**config.mk**
```make
export PLATFORM = sky130hd
export DESIGN_NAME = uart_tx_fifo_drain_flat
export DESIGN_NICKNAME = d
export VERILOG_FILES = /design/src/rtl/uart_tx_fifo_drain_if.sv /design/src/rtl/uart_tx_fifo_drain.sv /design/src/flat_wrapper.sv
export SDC_FILE = /design/constraint.sdc
export NUM_CORES = 1
export LEC_CHECK = 0
export ABC_CLOCK_PERIOD_IN_PS = 1900
export CORE_ASPECT_RATIO = 1.2
export CORE_MARGIN = 2
export CORE_UTILIZATION = 56
export CTS_BUF_LIST = sky130_fd_sc_hd__clkbuf_2 sky130_fd_sc_hd__clkbuf_4 sky130_fd_sc_hd__clkbuf_8
export CTS_CLUSTER_DIAMETER = 120
export DETAILED_ROUTE_END_ITERATION = 6
export GPL_TIMING_DRIVEN = 1
export PLACE_DENSITY_LB_ADDON = 0.25
export REMOVE_ABC_BUFFERS = 1
export SLEW_MARGIN = 25
export SYNTH_ARGS = -nofsm -noshare
export SYNTH_HDL_FRONTEND = slang
export SYNTH_SLANG_ARGS = --single-unit
```
**constraint.sdc**
```tcl
create_clock -name clk -period 1.9 [get_ports clk]
set_input_delay 0.38 -clock clk [delete_from_list [all_inputs] [get_ports clk]]
set_output_delay 0.38 -clock clk [all_outputs]
set_load 0.02 [all_outputs]
```
**src/rtl/uart_tx_fifo_drain_if.sv**
```systemverilog
// rtl/uart_tx_fifo_drain_if.sv - FIFO read-side handshake between the byte FIFO and the UART drain
interface uart_tx_fifo_drain_if #(
   parameter int DATA_WIDTH = 8
);
   logic                  fifo_empty;
   logic [DATA_WIDTH-1:0] fifo_dout;
   logic                  fifo_rd_en;

   modport master (
      input  fifo_empty,
      input  fifo_dout,
      output fifo_rd_en
   );

   modport slave (
      output fifo_empty,
      output fifo_dout,
      input  fifo_rd_en
   );
endinterface

```
**src/rtl/uart_tx_fifo_drain.sv**
```systemverilog
// rtl/uart_tx_fifo_drain.sv - UART transmitter that pops the byte FIFO and serialises each word
// Start, LSB-first data, optional parity and 1-2 stop bits; back-to-back frames pop on the final stop cycle.
module uart_tx_fifo_drain #(
   parameter int DATA_WIDTH   = 8,
   parameter int CLKS_PER_BIT = 16,
   parameter int PARITY_EN    = 0,
   parameter int PARITY_ODD   = 0,
   parameter int STOP_BITS    = 1
) (
   input  logic                 clk,
   input  logic                 rst_n,
   uart_tx_fifo_drain_if.master fifo,
   input  logic                 tx_enable,
   output logic                 tx,
   output logic                 busy,
   output logic                 tx_done
);

   localparam logic [2:0] S_IDLE   = 3'd0;
   localparam logic [2:0] S_FETCH  = 3'd1;
   localparam logic [2:0] S_START  = 3'd2;
   localparam logic [2:0] S_DATA   = 3'd3;
   localparam logic [2:0] S_PARITY = 3'd4;
   localparam logic [2:0] S_STOP   = 3'd5;

   localparam int             BW        = $clog2(CLKS_PER_BIT);
   localparam logic [BW-1:0]  BAUD_LAST = BW'(CLKS_PER_BIT - 1);
   localparam logic [3:0]     DATA_LAST = 4'(DATA_WIDTH - 1);
   localparam logic [3:0]     STOP_LAST = 4'(STOP_BITS - 1);

   logic [2:0]            state_q, state_d;
   logic [BW-1:0]         baud_q, baud_d;
   logic [3:0]            bit_q, bit_d;
   logic [DATA_WIDTH-1:0] shift_q, shift_d;
   logic                  par_q, par_d;
   logic                  tx_q, tx_d;

   logic bit_end;
   logic stop_last;
   logic pop;

   assign bit_end   = (baud_q == BAUD_LAST);
   assign stop_last = (state_q == S_STOP) && bit_end && (bit_q == STOP_LAST);
   // rst_n gates the pop so a held reset never drains the FIFO.
   assign pop       = rst_n && tx_enable && !fifo.fifo_empty &&
                      ((state_q == S_IDLE) || stop_last);

   always_comb begin
      state_d = state_q;
      bit_d   = bit_q;
      shift_d = shift_q;
      par_d   = par_q;
      baud_d  = bit_end ? '0 : baud_q + 1'b1;
      case (state_q)
         S_IDLE: begin
            baud_d = '0;
            if (pop) state_d = S_FETCH;
         end
         S_FETCH: begin
            baud_d  = '0;
            shift_d = fifo.fifo_dout;
            par_d   = (^fifo.fifo_dout) ^ (PARITY_ODD != 0);
            state_d = S_START;
         end
         S_START: begin
            if (bit_end) begin
               state_d = S_DATA;
               bit_d   = '0;
            end
         end
         S_DATA: begin
            if (bit_end) begin
               shift_d = shift_q >> 1;
               if (bit_q == DATA_LAST) begin
                  bit_d   = '0;
                  state_d = (PARITY_EN != 0) ? S_PARITY : S_STOP;
               end else begin
                  bit_d = bit_q + 4'd1;
               end
            end
         end
         S_PARITY: begin
            if (bit_end) begin
               state_d = S_STOP;
               bit_d   = '0;
            end
         end
         S_STOP: begin
            if (bit_end) begin
               if (bit_q == STOP_LAST) begin
                  bit_d   = '0;
                  state_d = pop ? S_FETCH : S_IDLE;
               end else begin
                  bit_d = bit_q + 4'd1;
               end
            end
         end
         default: state_d = S_IDLE;
      endcase

      // The line level is registered from the next state so it stays aligned with state_q.
      case (state_d)
         S_START:  tx_d = 1'b0;
         S_DATA:   tx_d = shift_d[0];
         S_PARITY: tx_d = par_d;
         default:  tx_d = 1'b1;
      endcase
   end

   always_ff @(posedge clk or negedge rst_n) begin
      if (!rst_n) begin
         state_q <= S_IDLE;
         baud_q  <= '0;
         bit_q   <= '0;
         shift_q <= '0;
         par_q   <= 1'b0;
         tx_q    <= 1'b1;
      end else begin
         state_q <= state_d;
         baud_q  <= baud_d;
         bit_q   <= bit_d;
         shift_q <= shift_d;
         par_q   <= par_d;
         tx_q    <= tx_d;
      end
   end

   assign fifo.fifo_rd_en = pop;
   assign tx              = tx_q;
   assign busy            = (state_q != S_IDLE);
   assign tx_done         = stop_last;

endmodule

```
**src/flat_wrapper.sv**
```systemverilog
// flat-port wrapper written by rule: the top's interface ports become plain ports
module uart_tx_fifo_drain_flat 
#(
   parameter int DATA_WIDTH   = 8,
   parameter int CLKS_PER_BIT = 16,
   parameter int PARITY_EN    = 0,
   parameter int PARITY_ODD   = 0,
   parameter int STOP_BITS    = 1
)
  (clk, rst_n, tx_enable, tx, busy, tx_done, fifo_fifo_empty, fifo_fifo_dout, fifo_fifo_rd_en);
  uart_tx_fifo_drain_if #(.DATA_WIDTH(DATA_WIDTH)) fifo_i ();
  input  logic clk;
  input  logic rst_n;
  input  logic tx_enable;
  output logic tx;
  output logic busy;
  output logic tx_done;
  input wire logic [$bits(fifo_i.fifo_empty)-1:0] fifo_fifo_empty;
  input wire logic [$bits(fifo_i.fifo_dout)-1:0] fifo_fifo_dout;
  output wire logic [$bits(fifo_i.fifo_rd_en)-1:0] fifo_fifo_rd_en;
  assign fifo_i.fifo_empty = fifo_fifo_empty;
  assign fifo_i.fifo_dout = fifo_fifo_dout;
  assign fifo_fifo_rd_en = fifo_i.fifo_rd_en;
  uart_tx_fifo_drain #(.DATA_WIDTH(DATA_WIDTH), .CLKS_PER_BIT(CLKS_PER_BIT), .PARITY_EN(PARITY_EN), .PARITY_ODD(PARITY_ODD), .STOP_BITS(STOP_BITS)) u_core (.clk(clk), .rst_n(rst_n), .fifo(fifo_i), .tx_enable(tx_enable), .tx(tx), .busy(busy), .tx_done(tx_done));
endmodule
```
==> results of run 1 <==
[cells by family (layout without fill, tap and decap cells)]
family	after synthesis	after routing
and+or+nand+nor	58	58
buffers and inverters	11	47
adders and majority gates	3	3
AOI/OAI and AO/OA	28	28
xor gates and xnor gates	10	10
DFF	21	21
[state kept, by name, summed over array words and instances, names as in the netlist]
signal,cells
u_core.baud_q,4
u_core.bit_q,4
u_core.par_q,1
u_core.shift_q,8
u_core.state_q,3
u_core.tx,1
[metal layers]
layer / track usage [%] / wire length (um) / vias to the layer above
li1: - / - / 530
met1: 32.1 / 1120 / 533
met2: 41.1 / 1470 / 42
met3: 4.87 / 121 / 10
met5: 0 / 0 / -
met4: 9.13 / 69 / 0
[timing repair]
item / CTS / global route
gates resized for setup: 15 / 4
pin swaps: 3 / 1
gates cloned: 0 / 0
endpoints found under the setup margin: 3 / 2
setup buffers: 0 / 2
hold buffers: 0 / 0
[power breakdown]
part           internal [mW]  total [mW]  switching [mW]  leakage, nW
Combinational          0.463       0.907           0.444        0.460
Sequential             0.641       0.762           0.121        0.242
Clock                 0.0785       0.213           0.134       0.0177
Total                   1.18        1.88           0.699        0.719
[worst max-delay path by stage]
| stage | startpoint | to | slack, ps | cells past startpoint |
|---|---|---|---|---|
| after global placement | rst_n | fifo_fifo_rd_en | -180 | 4 |
| final | u_core.bit_q[0] | fifo_fifo_rd_en | 10 | 6 |
| after CTS | u_core.bit_q[0] | fifo_fifo_rd_en | -0.1 | 6 |
| after global routing | u_core.bit_q[0] | fifo_fifo_rd_en | -80 | 6 |
| after floorplan | u_core.bit_q[0] | fifo_fifo_rd_en | 170 | 5 |
| after detailed placement | rst_n | fifo_fifo_rd_en | -250 | 4 |
[area by class of cell]
class | instances | area [sq um]
Clock buffer | 3 | 22.5
Clock inverter | 1 | 5.00
Fill cell | 148 | 487
Inverter | 6 | 25.0
Multi-Input combinational cell | 99 | 682
Sequential cell | 21 | 527
Tap cell | 30 | 37.5
Timing Repair Buffer | 37 | 309
[through the flow]
stage	setup TNS [ps]	cell area, sq um	instances	setup slack (ps)
3_5_place_dp	-332	1540	191	-246
4_1_cts	-0.147	1580	195	-0.147
3_3_place_gp	-243	1540	191	-180
2_1_floorplan	0	1200	126	169
6_report	0	1610	197	12.9
5_1_grt	-95.8	1610	197	-83.3
[critical path: stages, from the launching register on]
cell,delay [ps]
dfrtp_1,410
inv_2,80
ha_4,130
nor3b_4,210
nand3_2,110
a21oi_2,130
buf_4,150
[cell usage in the layout, fill, tap and decap left out, drive strengths merged]
cell type	Yosys	layout
nand4	1	1
nand4bb	1	1
a31o	1	1
clkbuf	0	3
nand3b	1	1
and4	1	1
inv	6	6
a21o	1	1
clkdlybuf4s50	0	12
o21bai	1	1
nor3	3	3
o211ai	1	1
nor3b	2	2
clkinv	0	1
nand3	5	5
o32a	1	1
and3	3	3
nor2b	4	4
dlygate4sd2	0	1
dfrtp	20	20
o221ai	1	1
ha	3	3
o21ai	4	4
nand2	25	25
xnor2	8	8
nor2	9	9
xor2	2	2
buf	5	24
a22oi	6	6
a21oi	8	8
and3b	1	1
nand4b	1	1
o31a	1	1
or2	1	1
o22ai	2	2
dfstp	1	1
a221o	1	1
==> out/qor.csv, run 1 <==
stage,metric,value,unit
run_status,status,finished clean,
synth,synth_mux_area_share,0,%
power,powerDensity,1170,nW/um^2
timing,rsz0062_at_grt,yes,
final_layout,syn2layout_area_growth,28.2,%
worst_setup_path,rr_startpoint,u_core.baud_q[0],
worst_setup_path,start_kind,flop,
synth,synthAdderAreaFrac,2.99,%
final_layout,post-route-util,76.8,%
synth,synth_xor_area_share,7.58,%
final_layout,layout-drive-gt1-share,28.7,%
die,core,2090,sq um
detailed_routing,vias_per_cell,5.66,
synth,syn_area,1250,sq um
placement,place_congestion,0.836,
synth,synthTopCellsByArea,"dfrtp_1 40%, nand2_1 7.2%, xnor2_1 5.6%, a22oi_1 3.6%, buf_6 3.6%",
timing,worst_slew_pin_slew,339,ps
timing,hold_slack,483,ps
die,fp.dieArea,2630,sq um
synth,async_reset_ff_share,100,%
synth,synth.yosys.warnings,0,
clocking,cts_tree,done,
timing,fmax,0.530,GHz
die,num_io_pins,16,
global_routing,grt_usage,25.2,%
synth,avgSynthCellArea,9.57,sq um
detailed_routing,ant_nets,0,
timing,relSlewSlack,77.4,%
global_routing,antenna_found_initial,0,
worst_setup_path,path_class,reg2out,
placement,dp_hpwl,2210,um
worst_setup_path,end_kind,primary output,
synth,synth_cell_types,45,
worst_setup_path,cp_data_required_time,1520,ps
timing,clock_skew,11.2,ps
synth,synth_top_family_by_area,simple AND/OR/NAND/NOR gates,
timing,period_minus_slack,1890,ps
die,die-height,55.8,um
worst_setup_path,worstPathArrival,1510,ps
timing,setup_viol,0,
synth,synth_seq_area_share,42.0,%
power,peakVddDrop,0.000898,V
global_routing,grt_max_degree,22,
die,start_util,59.9,%
power,power,1.88,mW
timing,hold_viol,0,
worst_setup_path,r2r_cells,7,
die,die_w,47.2,um
synth,synth_edf_count,0,
detailed_routing,dr_total_vias,1115,
synth,synth_compound_area_share,15.2,%
final_layout,layout.nets,183,
synth,ys_ff_latch,21,
worst_setup_path,critical_path.max_fanout,2,
clocking,cts_sinks,21,
final_layout,antennaDiodeCount,0,
detailed_routing,post_drt_wl_per_cell,14.1,um
synth,ys.flop_type,dfrtp_1,
synth,yosysMostFrequentCell,nand2_1,
clocking,htree_levels,1,
global_routing,grt.overflow.total,0,
synth,synth_top_cell_area_share,39.9,%
clocking,cts.reportedPaths.clkPinSlew,120,ps
job,drv_cap,0,
worst_setup_path,worstReg2RegEnd,u_core.tx,
detailed_routing,wl,2780,um
detailed_routing,dr.pass1.iters,4,
synth,synth_area_leader_cell,dfrtp_1,
timing,drv_slew,0,
clocking,cts_buffers,3,
clocking,clock_latency,310,ps
min_path,min_path_type,in2async,
placement,io_buffers,15,
detailed_routing,drtIter0Drc,19,
power,p_leak,0.719,nW
synth,synth_simple_gate_area_share,26.2,%
global_routing,grt_pass1_vias,1084,
clocking,cts_buffer_depth,2,
die,std_cell_rows,18,
timing,period_share,99.3,%
synth,synthTopCellsByCount,"24 x nand2_1, 20 x dfrtp_1, 8 x xnor2_1, 7 x a21oi_1",
synth,syn_inst,131,
global_routing,grt_pass1_wl,4800,um
clocking,clock-root-buffer,clkbuf_4,
detailed_routing,drc,0,
worst_setup_path,r2r_setup_slack,140,ps
(Power assumes the default switching activity.)
==> run 2: changes to the inputs <==
CTS_CLUSTER_SIZE = 30   (was not set)
==> results of run 2 <==
The final DEF is identical to that of run 1; final timing and power are the same.
==> run 3: changes to the inputs <==
CORE_MARGIN = not set   (was 2)
==> run 3 against run 2 <==
- the flow now finishes with violations (negative setup slack)
- largest power group unchanged
- fmax decreased by 1.4%
- utilization up 0.18 points
- first-iteration DRC count unchanged
- hold slack got worse by 35 ps
- register-to-register slack got worse by 20 ps
- combinational power fell by 2%
- worst setup slack worse by 26 ps
- sequential power about the same
- routed wire length shrank 2.3%
- largest cell class unchanged
==> out/qor.csv, run 3 (synthesis results as in run 1) <==
stage,metric,value,unit,change
global_routing,grt_pass1_wl,4460,um,-7.0%
power,p_sw_share,37.0,%,-0.18 points
worst_setup_path,start_kind,flop,,
final_layout,largest_register_ffs,8,,unchanged
timing,clock_skew,1.32,ps,-9.90 ps
power,peakVddDrop,0.000954,V,+6.2%
timing,worst_slew_pin_slew,323,ps,-15.6 ps
die,core,2090,sq um,unchanged
final_layout,final_area,1610,sq um,+0.23%
timing,hold_slack,448,ps,-35.0 ps
timing,hold_viol,0,,unchanged
final_layout,final_cell_mix,"24 x nand2_1, 23 x buf_4, 20 x dfrtp_1",,
job,drv_cap,0,,unchanged
worst_setup_path,r2r_setup_slack,120,ps,-20 ps
power,powerDensity,1170,nW/um^2,-0.16%
run_status,status,"complete, but fails checks",,
worst_setup_path,worstReg2RegEnd,u_core.tx,,
worst_setup_path,cp_data_required_time,1520,ps,about the same
detailed_routing,vias_per_cell,5.40,,-4.7%
worst_setup_path,rr_startpoint,u_core.bit_q[0],,
worst_setup_path,r2r_cells,10,,+3
run_status,violations,negative setup slack,,
placement,place_congestion,0.840,,+0.53%
final_layout,largest_register,u_core.shift_q,,
clocking,cts_sinks,21,,unchanged
clocking,cts.reportedPaths.clkPinSlew,110,ps,about the same
timing,fin_tns_setup,-13.0,ps,-13.0 ps
global_routing,grt_max_degree,22,,unchanged
detailed_routing,post_drt_wl_per_cell,13.8,um,-2.3%
power,p_leak,0.720,nW,+0.11%
clocking,cts_buffer_depth,2,,unchanged
final_layout,layout.nets,183,,unchanged
detailed_routing,dr_total_vias,1063,,-4.7%
clocking,cts_buffers,3,,unchanged
power,power,1.88,mW,about the same
global_routing,grt_usage,26.0,%,+0.75 points
clocking,hold_buffers,0,,unchanged
timing,rsz0062_at_grt,yes,,
power,pwr-share-comb,47.4,%,-0.8 points
global_routing,grt_pass1_vias,1059,,-2.3%
detailed_routing,ant_nets,0,,unchanged
detailed_routing,drc,0,,unchanged
final_layout,post-route-util,76.9,%,+0.18 points
placement,dp_hpwl,2090,um,-5.5%
worst_setup_path,path_class,reg2out,,
clocking,htree_levels,1,,unchanged
die,start_util,59.9,%,unchanged
final_layout,layout-drive-gt1-share,27.5,%,-1.2 points
placement,io_buffers,15,,unchanged
final_layout,antennaDiodeCount,0,,unchanged
clocking,clock-root-buffer,clkbuf_4,,
placement,place_area,1540,sq um,unchanged
power,pwr-share-seq,40.4,%,about the same
final_layout,reg_top3,"u_core.shift_q x8, u_core.baud_q x4, u_core.bit_q x4",,
timing,setup_viol,1,,+1
worst_setup_path,worstPathArrival,1530,ps,+20 ps
die,num_io_pins,16,,unchanged
worst_setup_path,end_kind,primary output,,
detailed_routing,wl,2710,um,-2.3%
final_layout,stdcell_count,197,,unchanged
final_layout,layout.cells.most_common,nand2_1,,
power,pwr-share-clk,12.2,%,+0.9 points
die,die-height,53.8,um,-3.6%
timing,drv_slew,0,,unchanged
final_layout,syn2layout_area_growth,28.5,%,
power,power.switching,696,uW,-0.40%
global_routing,antenna_found_initial,0,,unchanged
timing,setup_ws,-13.0,ps,-25.9 ps
min_path,min_path_type,in2async,,
timing,period_share,101,%,+1.4 points
detailed_routing,dr.pass1.iters,4,,unchanged
clocking,cts_tree,done,,
placement,pre_cts_slack,-212,ps,+34.5 ps
timing,period_minus_slack,1910,ps,+25.9 ps
placement,place_inst,191,,unchanged
clocking,clock_latency,310,ps,about the same
global_routing,grt.overflow.total,0,,unchanged
die,std_cell_rows,18,,unchanged
detailed_routing,drtIter0Drc,19,,unchanged
die,die_w,45.2,um,-4.2%
power,cell_internal_pwr,1.19,mW,+0.36%
worst_setup_path,critical_path.max_fanout,2,,unchanged
timing,fmax,0.523,GHz,-1.4%
die,fp.dieArea,2430,sq um,-7.7%
timing,relSlewSlack,78.5,%,+1.0 points
==> run 3: cell types whose count changed in the layout (fill, tap and decap cells not counted) <==
cell,delta
buf_4,-1
inv_1,+1
and4_1,+1
and4_4,-1
clkinv_2,-1
clkbuf_4,+1
buf_6,+1
inv_2,-1
==> run 3: area by class of cell <==
type                    instances  area (sq um)
inverters                       6          25.0
well taps                      30          37.5
fillers                       149           483
multi-input cells              99           679
repair buffers                 37           313
clock buffers                   4          30.0
flip-flops and latches         21           527
==> run 3: power groups by stage <==
stage / Clock [mW] / Combinational, mW / Sequential, mW
final: 0.230 / 0.893 / 0.761
after global routing: 0.253 / 0.984 / 0.780
after CTS: 0.232 / 0.896 / 0.759
after detailed placement: 0 / 0.860 / 0.763
after global placement: 0 / 0.815 / 0.750
after floorplan: 0 / 0.470 / 0.784
==> run 3: worst max-delay path by stage <==
stage / from / cells past startpoint / slack (ps) / endpoint
after CTS: u_core.bit_q[0] / 6 / -20 / fifo_fifo_rd_en
final: u_core.bit_q[0] / 6 / -10 / fifo_fifo_rd_en
after detailed placement: u_core.bit_q[0] / 6 / -210 / fifo_fifo_rd_en
after floorplan: u_core.bit_q[0] / 5 / 170 / fifo_fifo_rd_en
after global routing: u_core.bit_q[0] / 6 / -90 / fifo_fifo_rd_en
after global placement: rst_n / 4 / -180 / fifo_fifo_rd_en
==> run 3: metal layers <==
layer / wire length (um) / track usage (%)
met5: 0 / 0
met2: 1410 / 45.4
met4: 63 / 11.6
met1: 1170 / 31.1
met3: 66 / 4.03
==> run 3: worst max-delay path: stages (launching register included) <==
cell,delay [ps]
dfrtp_1,410
inv_2,90
ha_4,140
nor3b_4,210
nand3_2,110
a21oi_2,130
buf_4,150
==> run 3: repair_timing <==
item	4_1_cts	5_1_grt
pin swaps	2	3
setup buffers	3	0
gates resized for setup	16	2
endpoints found under the hold margin	0	0
gates cloned	0	0
endpoints found under the setup margin	3	3
